`src/rtl/shift_seq.sv`:
```
// Multi-cycle shifter/rotator: shifts a by an effective count of b, moving
// BIG_STEP bits per cycle while possible and single bits for the remainder.
module shift_seq #(
  parameter int unsigned BIG_STEP = 4
) (
  input  logic        clk,
  input  logic        clr,
  input  logic        start,
  input  logic [2:0]  op,
  input  logic [31:0] a,
  input  logic [31:0] b,
  output logic [31:0] result,
  output logic        done,
  output logic        busy,
  output logic        ready,
  output logic        illegal
);

  localparam int unsigned DW = 32;
  localparam int unsigned CW = 6;
  localparam int unsigned SW = 4;

  localparam logic [2:0] OP_SHR  = 3'd0;
  localparam logic [2:0] OP_SHRA = 3'd1;
  localparam logic [2:0] OP_SHL  = 3'd2;
  localparam logic [2:0] OP_ROR  = 3'd3;
  localparam logic [2:0] OP_ROL  = 3'd4;

  typedef enum logic [1:0] {
    IDLE  = 2'd0,
    SHIFT = 2'd1,
    DONE  = 2'd2
  } state_e;

  state_e          state_q, state_d;
  logic [DW-1:0]   work_q, work_d;
  logic [CW-1:0]   rem_q, rem_d;
  logic [2:0]      op_q, op_d;
  logic            sign_q, sign_d;
  logic            illegal_d;
  logic            done_q, busy_q, ready_q, illegal_q;

  logic [CW-1:0]   count_c;
  logic [SW-1:0]   step_c;

  // Shift distances and rotates saturate at 32 or wrap to 0..31 respectively.
  function automatic logic [CW-1:0] eff_count(input logic [2:0] o, input logic [DW-1:0] amt);
    logic [CW-1:0] n;
    n = '0;
    case (o)
      OP_SHR, OP_SHRA, OP_SHL: n = (amt > 32'd32) ? CW'(32) : CW'(amt);
      OP_ROR, OP_ROL:          n = {1'b0, amt[4:0]};
      default:                 n = '0;
    endcase
    return n;
  endfunction

  // One shift cycle; SHRA fills from the sign captured at accept time.
  function automatic logic [DW-1:0] shift_step(input logic [DW-1:0] w, input logic [2:0] o,
                                               input logic sgn, input logic [SW-1:0] amt);
    logic [2*DW-1:0] ext;
    logic [DW-1:0]   r;
    ext = '0;
    r   = w;
    case (o)
      OP_SHR:  r = w >> amt;
      OP_SHRA: begin
        ext = {{DW{sgn}}, w} >> amt;
        r   = ext[DW-1:0];
      end
      OP_SHL:  r = w << amt;
      OP_ROR:  begin
        ext = {w, w} >> amt;
        r   = ext[DW-1:0];
      end
      OP_ROL:  begin
        ext = {w, w} << amt;
        r   = ext[2*DW-1:DW];
      end
      default: r = w;
    endcase
    return r;
  endfunction

  assign count_c = eff_count(op, b);
  assign step_c  = (rem_q >= CW'(BIG_STEP)) ? SW'(BIG_STEP) : SW'(1);

  // Next-state and datapath update.
  always_comb begin
    state_d   = state_q;
    work_d    = work_q;
    rem_d     = rem_q;
    op_d      = op_q;
    sign_d    = sign_q;
    illegal_d = 1'b0;
    case (state_q)
      IDLE, DONE: begin
        if (start) begin
          op_d      = op;
          work_d    = a;
          sign_d    = a[DW-1];
          rem_d     = count_c;
          illegal_d = (op > OP_ROL);
          state_d   = (count_c == '0) ? DONE : SHIFT;
        end else begin
          state_d   = IDLE;
        end
      end
      SHIFT: begin
        work_d = shift_step(work_q, op_q, sign_q, step_c);
        rem_d  = rem_q - CW'(step_c);
        if (rem_d == '0) begin
          state_d = DONE;
        end
      end
      default: begin
        state_d = IDLE;
        rem_d   = '0;
      end
    endcase
  end

  // State, datapath and registered status outputs.
  always_ff @(posedge clk or posedge clr) begin
    if (clr) begin
      state_q   <= IDLE;
      work_q    <= '0;
      rem_q     <= '0;
      op_q      <= '0;
      sign_q    <= 1'b0;
      done_q    <= 1'b0;
      busy_q    <= 1'b0;
      ready_q   <= 1'b1;
      illegal_q <= 1'b0;
    end else begin
      state_q   <= state_d;
      work_q    <= work_d;
      rem_q     <= rem_d;
      op_q      <= op_d;
      sign_q    <= sign_d;
      done_q    <= (state_d == DONE);
      busy_q    <= (state_d == SHIFT);
      ready_q   <= (state_d != SHIFT);
      illegal_q <= illegal_d;
    end
  end

  assign result  = work_q;
  assign done    = done_q;
  assign busy    = busy_q;
  assign ready   = ready_q;
  assign illegal = illegal_q;

endmodule
```
`config.mk`:
```
export PLATFORM = sky130hd
export DESIGN_NAME = shift_seq
export DESIGN_NICKNAME = d
export VERILOG_FILES = /design/src/rtl/shift_seq.sv
export SDC_FILE = /design/constraint.sdc
export NUM_CORES = 1
export LEC_CHECK = 0
export ABC_AREA = 1
export BUFFER_PORTS_ARGS = -buffer_cell sky130_fd_sc_hd__buf_2
export CORE_ASPECT_RATIO = 1.4
export CORE_MARGIN = 2
export CORE_UTILIZATION = 45
export CTS_CLUSTER_DIAMETER = 30
export CTS_CLUSTER_SIZE = 30
export DETAILED_ROUTE_END_ITERATION = 6
export PLACE_DENSITY = 0.72
export SLEW_MARGIN = 0
export SYNTH_ARGS = -nofsm -noshare
export SYNTH_HDL_FRONTEND = slang
export SYNTH_SLANG_ARGS = --single-unit
export TNS_END_PERCENT = 1
```
`constraint.sdc`:
```
create_clock -name clk -period 2.7 [get_ports clk]
set_input_delay 0.675 -clock clk [delete_from_list [all_inputs] [get_ports clk]]
set_output_delay 0.675 -clock clk [all_outputs]
set_load 0.005 [all_outputs]
```
==> results.rst, run 1 <==
.. list-table::
   :header-rows: 1

   * - Metric
     - Value
   * - Syn Area/Cell
     - 7.05 um^2
   * - Initial drt markers
     - 274
   * - Net Count, Synth
     - 554
   * - Async set or reset register ratio after synthesis
     - 100%
   * - Layout Skew
     - 0.00522 ns
   * - Grt ovf
     - 0
   * - Post-route clock period utilization
     - 81.6%
   * - Routed Antenna Nets
     - 0
   * - Post-placement worst setup slack
     - around 0.50 ns
   * - Layout Cell Area excl Fill
     - 4010 um^2
   * - Relative area change from synthesis to final layout
     - 18.4%
   * - Die H
     - 107 um
   * - Total I/O pin count
     - 106
   * - Max Transition Viols Final
     - 0
   * - Post-CTS clock slew at the launch and capture registers of the worst setup and hold paths
     - 0.08 ns
   * - Areal power density over the cells
     - 1400 nW/um^2
   * - Cell mode on critical path
     - ha_1
   * - DP Wirelength
     - approximately 7000 um
   * - Arrival time reported for the critical path endpoint
     - 2.40 ns
   * - Placed standard-cell area
     - slightly below 4000 um^2
   * - Flip-flop and latch count after synthesis
     - between 40 and 50
   * - Post-layout minimum cycle time
     - 2.20 ns
   * - Leakage power
     - 2.02 nW
   * - Final number of setup-violating endpoints
     - 0
   * - Post_cts resized
     - 0
   * - Clock sink total
     - 48
   * - Max cap viols
     - 0
   * - DR vias
     - 3700
   * - EDFF count, synth
     - 0
   * - Syn Inst Count
     - 481
   * - Clock tree from TritonCTS
     - built
   * - Insertion delay to the later sink of the worst-skew pair
     - a little over 0.3 ns
   * - CORE AREA
     - 7310 um^2
   * - Final setup TNS
     - 0 ns
   * - IR drop worst, VDD
     - 0.706 mV
   * - Post-CTS setup buffer count
     - 0
   * - Final core utilization
     - 54.9%
   * - Number of buffers inserted for hold repair after clock tree synthesis
     - 0
   * - Number of buffers on the longest clock path
     - 2
   * - Minimum setup slack in the final design
     - 0.498 ns
   * - Final WL
     - 9300 um
   * - Relative max-transition margin
     - roughly 74%
   * - Worst EP required
     - ~2.9 ns
   * - Average vias per placed instance
     - about 5.5
   * - Non-Filler Instances
     - 671
   * - Number of diodes added for antenna fixing
     - 0
   * - Status
     - completed
   * - H-tree depth
     - 2
   * - Unrepaired setup endpoints after global routing
     - false
   * - Cell at the root of the clock tree
     - clkbuf_8
   * - Post-synthesis cell area
     - between 3000 and 4000 um^2
   * - Clk pwr share
     - ~8.0%
   * - Worst-case hold slack
     - 0.344 ns
   * - Number of standard-cell rows in the floorplan
     - 37
   * - Sw frac
     - approximately half
   * - Worst Path Max Fanout
     - 35
   * - Total of warnings raised by yosys
     - 0
   * - Transition at the pin with the smallest max-transition slack
     - 0.394 ns
   * - Reg-to-reg setup timing slack
     - 0.50 ns
   * - Routed length per placed instance
     - 13.9 um
   * - Sequential area share after synthesis
     - between 30% and 40%
   * - Horizontal die dimension
     - 77.4 um
   * - Total power of the final layout
     - 5.63 mW
   * - Fraction of layout cells with a size suffix above 1
     - between 20 and 25%
   * - Sequential share of power
     - about a quarter
   * - Number of iterations in the first detailed-routing pass
     - 5
   * - Kind of critical path
     - flip-flop to flip-flop
   * - Cells traversed along the worst timing path
     - nor2_4 > nand2_4 > inv_4 > ha_1 > ha_1 > o21ai_1 > xnor2_1 > nor3_2 > nor2_1 > inv_1 > nand2_1
   * - Distinct cell type count of the synthesized netlist
     - just over 40
   * - Maximum operating frequency
     - 454 MHz
   * - Initial antenna violation count
     - 0
   * - Initial Util
     - between 40% and 50%
   * - Final #Nets
     - 646
   * - Number of global-route vias before repair
     - 3387
   * - Stage delay of the slowest cell on the critical path
     - 0.44 ns
   * - Reported net switching power
     - slightly below 3 mW
   * - Endpoints failing hold
     - 0
   * - Type of origin of the critical path
     - flip-flop
   * - Global router's overall resource usage
     - 22.9%
   * - Global-route wire length before repair
     - 15200 um
   * - Cell type of the slowest stage on the worst timing path
     - dfrtp_1
   * - DIE AREA
     - 8250 um^2
   * - Cell Int Power
     - ~2.7 mW
   * - Number of buffers added by the clock tree synthesis step
     - 5
   * - Total of buffers placed on input and output ports
     - around 110
   * - Dpl cells
     - 663
   * - Worst Setup End Kind
     - flip-flop
   * - Maximum number of pins on one net before global-route repair
     - 42
   * - Primary FF master, synth
     - dfrtp_1
   * - Type of the worst min-delay path
     - input pin to async pin
   * - DRC viols
     - 0
   * - Global placer's final weighted congestion
     - 0.953
   * - Power share of the combinational group
     - 67.3%
## power groups by stage
stage	logic [mW]	registers, mW	clock network [mW]
floorplan	2.92	1.38	0
global placement	3.70	1.40	0
detailed placement	3.76	1.40	0
CTS	3.77	1.39	0.461
global route	4.27	1.43	0.496
finish	3.79	1.39	0.453
## cells in the mapped netlist, types with 2 or more instances
cell type / count / area, um^2
xor2_1: 2 / 17.5
o21ai_1: 32 / 160
a31oi_1: 6 / 37.5
buf_6: 6 / 67.6
ha_1: 3 / 37.5
clkbuf_1: 3 / 11.3
nand3_1: 57 / 285
nor3_2: 3 / 30.0
nor2_1: 59 / 221
buf_1: 3 / 11.3
dfrtp_1: 47 / 1180
o211ai_1: 21 / 158
xnor2_1: 2 / 17.5
a21oi_1: 20 / 100
a22oi_1: 2 / 15.0
inv_4: 2 / 12.5
nand4_1: 4 / 25.0
o31ai_2: 2 / 25.0
nand3_2: 2 / 20.0
nand2_1: 90 / 338
nand2_4: 2 / 22.5
buf_4: 5 / 37.5
o21ai_0: 27 / 135
inv_2: 3 / 11.3
buf_2: 10 / 50.1
inv_1: 46 / 173
o22ai_1: 8 / 50.1
## final cells by class
cell class              count  area (um^2)
fillers                   762         3300
multi-input cells         354         1810
flip-flops and latches     48         1200
repair buffers            112          591
inverters                  52          200
well taps                  97          121
clock buffers               8         90.1
## registers in the layout, indices dropped and copies added (netlist names)
register / flops
result: 32
rem_q: 6
op_q: 3
state_q: 2
busy: 1
done: 1
illegal: 1
ready: 1
sign_q: 1
## critical path, delay by kind of cell, from the launching register on
family                     cells  cell delay [ns]
AOI/OAI and AO/OA              1             0.11
buffers and inverters          2             0.34
and+or+nand+nor                5             0.61
adders and majority gates      2             0.43
xor gates and xnor gates       1             0.17
DFF                            1             0.44
## cell usage in the layout (no fill, tap or decap), types with 8 or more instances in the layout
master    Yosys  final
o22ai_1       8      8
a21oi_1      20     20
nor2_1       59     59
nand3_1      57     57
inv_1        46     45
buf_2        10    105
o211ai_1     21     21
dfrtp_1      47     47
o21ai_1      32     32
o21ai_0      27     27
nand2_1      90     90
## worst paths after layout
kind / from / to / cells after the start
min: clr / illegal / 2
max in group asynchronous: clr / result[1] / 3
max reg2reg: rem_q[4] / state_q[0] / 11
max: rem_q[4] / state_q[0] / 11
min reg2reg: sign_q / sign_q / 2
min in group clk: sign_q / sign_q / 2
## cell families after synthesis
logic type / share of synthesized area [%]
AOI/OAI and AO/OA: 21.8
buffers and inverters: 11.1
DFF: 35.5
adders and majority gates: 1.11
xor gates and xnor gates: 1.03
and+or+nand+nor: 29.4
## layer usage
metal  global-route usage [%]  wire (um)  up-vias
li1                         -          -     1819
met1                     26.5       3650     1709
met2                     41.2       4880      143
met3                     3.45        469       29
met4                     10.3        300        0
met5                        0          0        -
Power figures use the tool's default switching activity.
==> run 2, diff against run 1 <==
--- a/config.mk
+++ b/config.mk
@@ -5,7 +5,7 @@
 export SDC_FILE = /design/constraint.sdc
 export NUM_CORES = 1
 export LEC_CHECK = 0
-export ABC_AREA = 1
+export ABC_AREA = 0
 export BUFFER_PORTS_ARGS = -buffer_cell sky130_fd_sc_hd__buf_2
 export CORE_ASPECT_RATIO = 1.4
 export CORE_MARGIN = 2
@@ -13,7 +13,7 @@
 export CTS_CLUSTER_DIAMETER = 30
 export CTS_CLUSTER_SIZE = 30
 export DETAILED_ROUTE_END_ITERATION = 6
-export PLACE_DENSITY = 0.72
+export PLACE_DENSITY = 0.75
 export SLEW_MARGIN = 0
 export SYNTH_ARGS = -nofsm -noshare
 export SYNTH_HDL_FRONTEND = slang
==> constraint.sdc (replaced) <==
create_clock -name clk -period 1.8 [get_ports clk]
set_input_delay 0.45 -clock clk [delete_from_list [all_inputs] [get_ports clk]]
set_output_delay 0.45 -clock clk [all_outputs]
set_load 0.005 [all_outputs]
==> results.rst, run 2 <==
.. list-table::
   :header-rows: 1

   * - Metric
     - Value
   * - Number of buffers added by the clock tree synthesis step
     - 5 (unchanged)
   * - Area share of the leading cell type in the synthesized netlist
     - 35.6% (was 34.7%)
   * - Relative max-transition margin
     - 71.7% (was 73.7%)
   * - Crit path max-delay family
     - simple AND/OR/NAND/NOR gates (unchanged)
   * - Yosys top cell by area
     - dfrtp_1 (unchanged)
   * - Type of the worst min-delay path
     - input pin to async pin (unchanged)
   * - Leakage power
     - 1.94 nW (was 2.02 nW)
   * - Cell type of the slowest stage on the worst timing path
     - or4_4 (was dfrtp_1)
   * - Initial Util
     - 47.0% (was 46.3%)
   * - Worst Path Max Fanout
     - 5 (was 35)
   * - Stage delay of the slowest cell on the critical path
     - 0.56 ns (was 0.44 ns)
   * - Leading cell types in the layout, fill and taps excluded
     - 105 x buf_2, 82 x a21oi_1, 64 x nand2_1, 47 x dfrtp_1, 34 x nor2_1 (was 105 x buf_2, 90 x nand2_1, 59 x nor2_1, 57 x nand3_1, 47 x dfrtp_1)
   * - Reg-to-reg critical path endpoint
     - state_q[0] (unchanged)
   * - Number of standard-cell rows in the floorplan
     - 36 (was 37)
   * - DP Wirelength
     - 7480 um (was 7120 um)
   * - Post-CTS clock slew at the launch and capture registers of the worst setup and hold paths
     - 0.09 ns (was 0.08 ns)
   * - Most common cell after layout, fill and taps aside
     - buf_2 (unchanged)
   * - Max reg flops
     - 32 (unchanged)
   * - Number of diodes added for antenna fixing
     - 0 (unchanged)
   * - H-tree depth
     - 2 (unchanged)
   * - Initial antenna violation count
     - 0 (unchanged)
   * - Final number of setup-violating endpoints
     - 41 (was 0)
   * - Flip-flop and latch count after synthesis
     - 48 (unchanged)
   * - Routed length per placed instance
     - 16.4 um (was 13.9 um)
   * - IR drop worst, VDD
     - 1.06 mV (was 0.706 mV)
   * - Cells traversed along the worst timing path
     - or4_4 > clkinv_4 > ha_4 > nor2b_1 > nor3_2 > xnor2_1 > nand3_2 > a22o_1 (was nor2_4 > nand2_4 > inv_4 > ha_1 > ha_1 > o21ai_1 > xnor2_1 > nor3_2 > nor2_1 > inv_1 > nand2_1)
   * - Horizontal die dimension
     - 76.4 um (was 77.4 um)
   * - Type of origin of the critical path
     - flip-flop (unchanged)
   * - Syn Area/Cell
     - 8.09 um^2 (was 7.05 um^2)
   * - CORE AREA
     - 7030 um^2 (was 7310 um^2)
   * - Max cap viols
     - 0 (unchanged)
   * - Reg-to-reg setup timing slack
     - -0.35 ns (was 0.50 ns)
   * - Layout Cell Area excl Fill
     - 4300 um^2 (was 4010 um^2)
   * - Layout Skew
     - 0.0120 ns (was 0.00522 ns)
   * - Leading post-synthesis cells by instance count
     - 83 x a21oi_1, 64 x nand2_1, 47 x dfrtp_1, 36 x nor2_1, 20 x a221o_1 (was 90 x nand2_1, 59 x nor2_1, 57 x nand3_1, 47 x dfrtp_1, 46 x inv_1)
   * - Cell at the root of the clock tree
     - clkbuf_8 (unchanged)
   * - DRC viols
     - 0 (unchanged)
   * - Average vias per placed instance
     - 5.91 (was 5.51)
   * - Relative area change from synthesis to final layout
     - 30.4% (was 18.4%)
   * - Total power of the final layout
     - 9.96 mW (was 5.63 mW)
   * - Area taken by flip-flops and latches
     - 1200 um^2 (unchanged)
   * - Arrival time reported for the critical path endpoint
     - 2.35 ns (was 2.40 ns)
   * - Total I/O pin count
     - 106 (unchanged)
   * - Async set or reset register ratio after synthesis
     - 100% (unchanged)
   * - DIE AREA
     - 8040 um^2 (was 8250 um^2)
   * - Maximum operating frequency
     - 464 MHz (was 454 MHz)
   * - Synth top area cells
     - dfrtp_1 36%, a21oi_1 13%, nand2_1 7.3% (was dfrtp_1 35%, nand2_1 10%, nand3_1 8.4%)
   * - Sequential area share after synthesis
     - 36.4% (was 35.5%)
   * - Source of the critical timing path
     - rem_q[5] (was rem_q[4])
   * - Worst-case hold slack
     - 0.117 ns (was 0.344 ns)
   * - Multi-input logic area
     - 1980 um^2 (was 1810 um^2)
   * - Depth of the most critical reg-to-reg path
     - 8 (was 11)
   * - Worst EP required
     - 2.00 ns (was 2.90 ns)
   * - Net Count, Synth
     - 481 (was 554)
   * - Minimum setup slack in the final design
     - -0.353 ns (was 0.498 ns)
   * - FF-to-FF Start
     - rem_q[5] (was rem_q[4])
   * - DR vias
     - 3654 (was 3700)
   * - Total of warnings raised by yosys
     - 0 (unchanged)
   * - Final #Nets
     - 595 (was 646)
   * - Clock tree from TritonCTS
     - built (unchanged)
   * - Global router's overall resource usage
     - 25.4% (was 22.9%)
   * - Unrepaired setup endpoints after global routing
     - true (was false)
   * - Worst Setup End Kind
     - flip-flop (unchanged)
   * - Fraction of layout cells with a size suffix above 1
     - 34.6% (was 24.9%)
   * - Die H
     - 105 um (was 107 um)
   * - Maximum number of pins on one net before global-route repair
     - 49 (was 42)
   * - Total of buffers placed on input and output ports
     - 105 (unchanged)
   * - Insertion delay to the later sink of the worst-skew pair
     - 0.31 ns (about the same)
   * - Most frequently used cell type in the post-synthesis netlist
     - a21oi_1 (was nand2_1)
   * - Final WL
     - 10100 um (was 9300 um)
   * - Routed Antenna Nets
     - 0 (unchanged)
   * - Global placer's final weighted congestion
     - 0.887 (was 0.953)
   * - Max Transition Viols Final
     - 0 (unchanged)
   * - Areal power density over the cells
     - 2320 nW/um^2 (was 1400 nW/um^2)
   * - Syn Inst Count
     - 408 (was 481)
   * - Number of buffers on the longest clock path
     - 2 (unchanged)
   * - Status
     - finished, violations left (was completed)
   * - Initial drt markers
     - 360 (was 274)
   * - Distinct cell type count of the synthesized netlist
     - 49 (was 41)
   * - Transition at the pin with the smallest max-transition slack
     - 0.419 ns (was 0.394 ns)
   * - Number of iterations in the first detailed-routing pass
     - 6 (was 5)
   * - Endpoints failing hold
     - 0 (unchanged)
   * - Worst Path Buf+Inv
     - 1 (was 2)
   * - Critical Path End
     - state_q[0] (unchanged)
   * - Clock sink total
     - 48 (unchanged)
   * - Post-synthesis cell area
     - 3300 um^2 (was 3390 um^2)
   * - Kind of critical path
     - flip-flop to flip-flop (unchanged)
   * - Post-route clock period utilization
     - 120% (was 81.6%)
   * - Grt ovf
     - 0 (unchanged)
   * - EDFF count, synth
     - 0 (unchanged)
   * - Post-layout minimum cycle time
     - 2.15 ns (was 2.20 ns)
   * - Number of filler cells placed in the layout
     - 670 (was 762)
   * - Final setup TNS
     - -6.41 ns (was 0 ns)
   * - Global-route wire length before repair
     - 16700 um (was 15200 um)
   * - Primary FF master, synth
     - dfrtp_1 (unchanged)
   * - Violations in the final reports
     - setup timing
   * - Number of global-route vias before repair
     - 3492 (was 3387)
   * - Placed standard-cell area
     - 4150 um^2 (was 3920 um^2)
   * - Total stage count of the critical path
     - 8 (was 11)
run 2: power by group:
part | internal (mW) | switching [mW]
combinational | 3.11 | 3.64
clock | 0.416 | 0.370
sequential | 1.66 | 0.756
total | 5.19 | 4.77
run 2: logic make-up (layout without fill, tap and decap cells):
| kind of cell | after synthesis | after routing | synth area share, % |
|---|---|---|---|
| AOI/OAI and AO/OA | 170 | 170 | 33.6 |
| and+or+nand+nor | 136 | 136 | 17.9 |
| DFF | 48 | 48 | 36.4 |
| buffers and inverters | 39 | 154 | 6.18 |
| muxes | 7 | 7 | 3.34 |
| xor gates and xnor gates | 5 | 5 | 1.33 |
| adders and majority gates | 3 | 3 | 1.14 |
run 2: area by class of cell:
cell class / count / share of cell area, %
well taps: 95 / 2.76
flip-flops and latches: 48 / 28.0
clock buffers: 7 / 1.77
inverters: 5 / 0.553
clock inverters: 1 / 0.698
multi-input cells: 321 / 45.9
repair buffers: 141 / 20.3
run 2: worst min-delay path by stage:
stage,from,to,depth (start not counted)
2_1_floorplan,sign_q,sign_q,2
3_3_place_gp,clr,op_q[0],2
3_5_place_dp,clr,op_q[0],2
4_1_cts,clr,result[28],2
5_1_grt,clr,result[28],2
6_report,clr,result[28],2
run 2: metrics by stage:
stage | cells | util, % | setup slack (ns)
floorplan | 408 | - | -0.743
global placement | 609 | 59.0 | -0.484
detailed placement | 609 | 59.0 | -0.568
CTS | 617 | 60.9 | -0.363
global route | 618 | 61.2 | -0.436
finish | 618 | 61.2 | -0.353
run 2: layer usage:
layer,vias to the layer above,GRT usage (%),part of all wire (%)
met5,-,0,0
met4,0,9.35,2.1
met3,21,3.77,6.6
met2,182,46.9,54
met1,1711,29.4,37
li1,1740,-,-
run 2: what timing repair did:
item | 4_1_cts | 5_1_grt
buffers inserted | 0 | 1
hold buffers | 0 | 0
gates resized for setup | 5 | 3
setup endpoints to repair | 42 | 42
pin swaps | 6 | 4
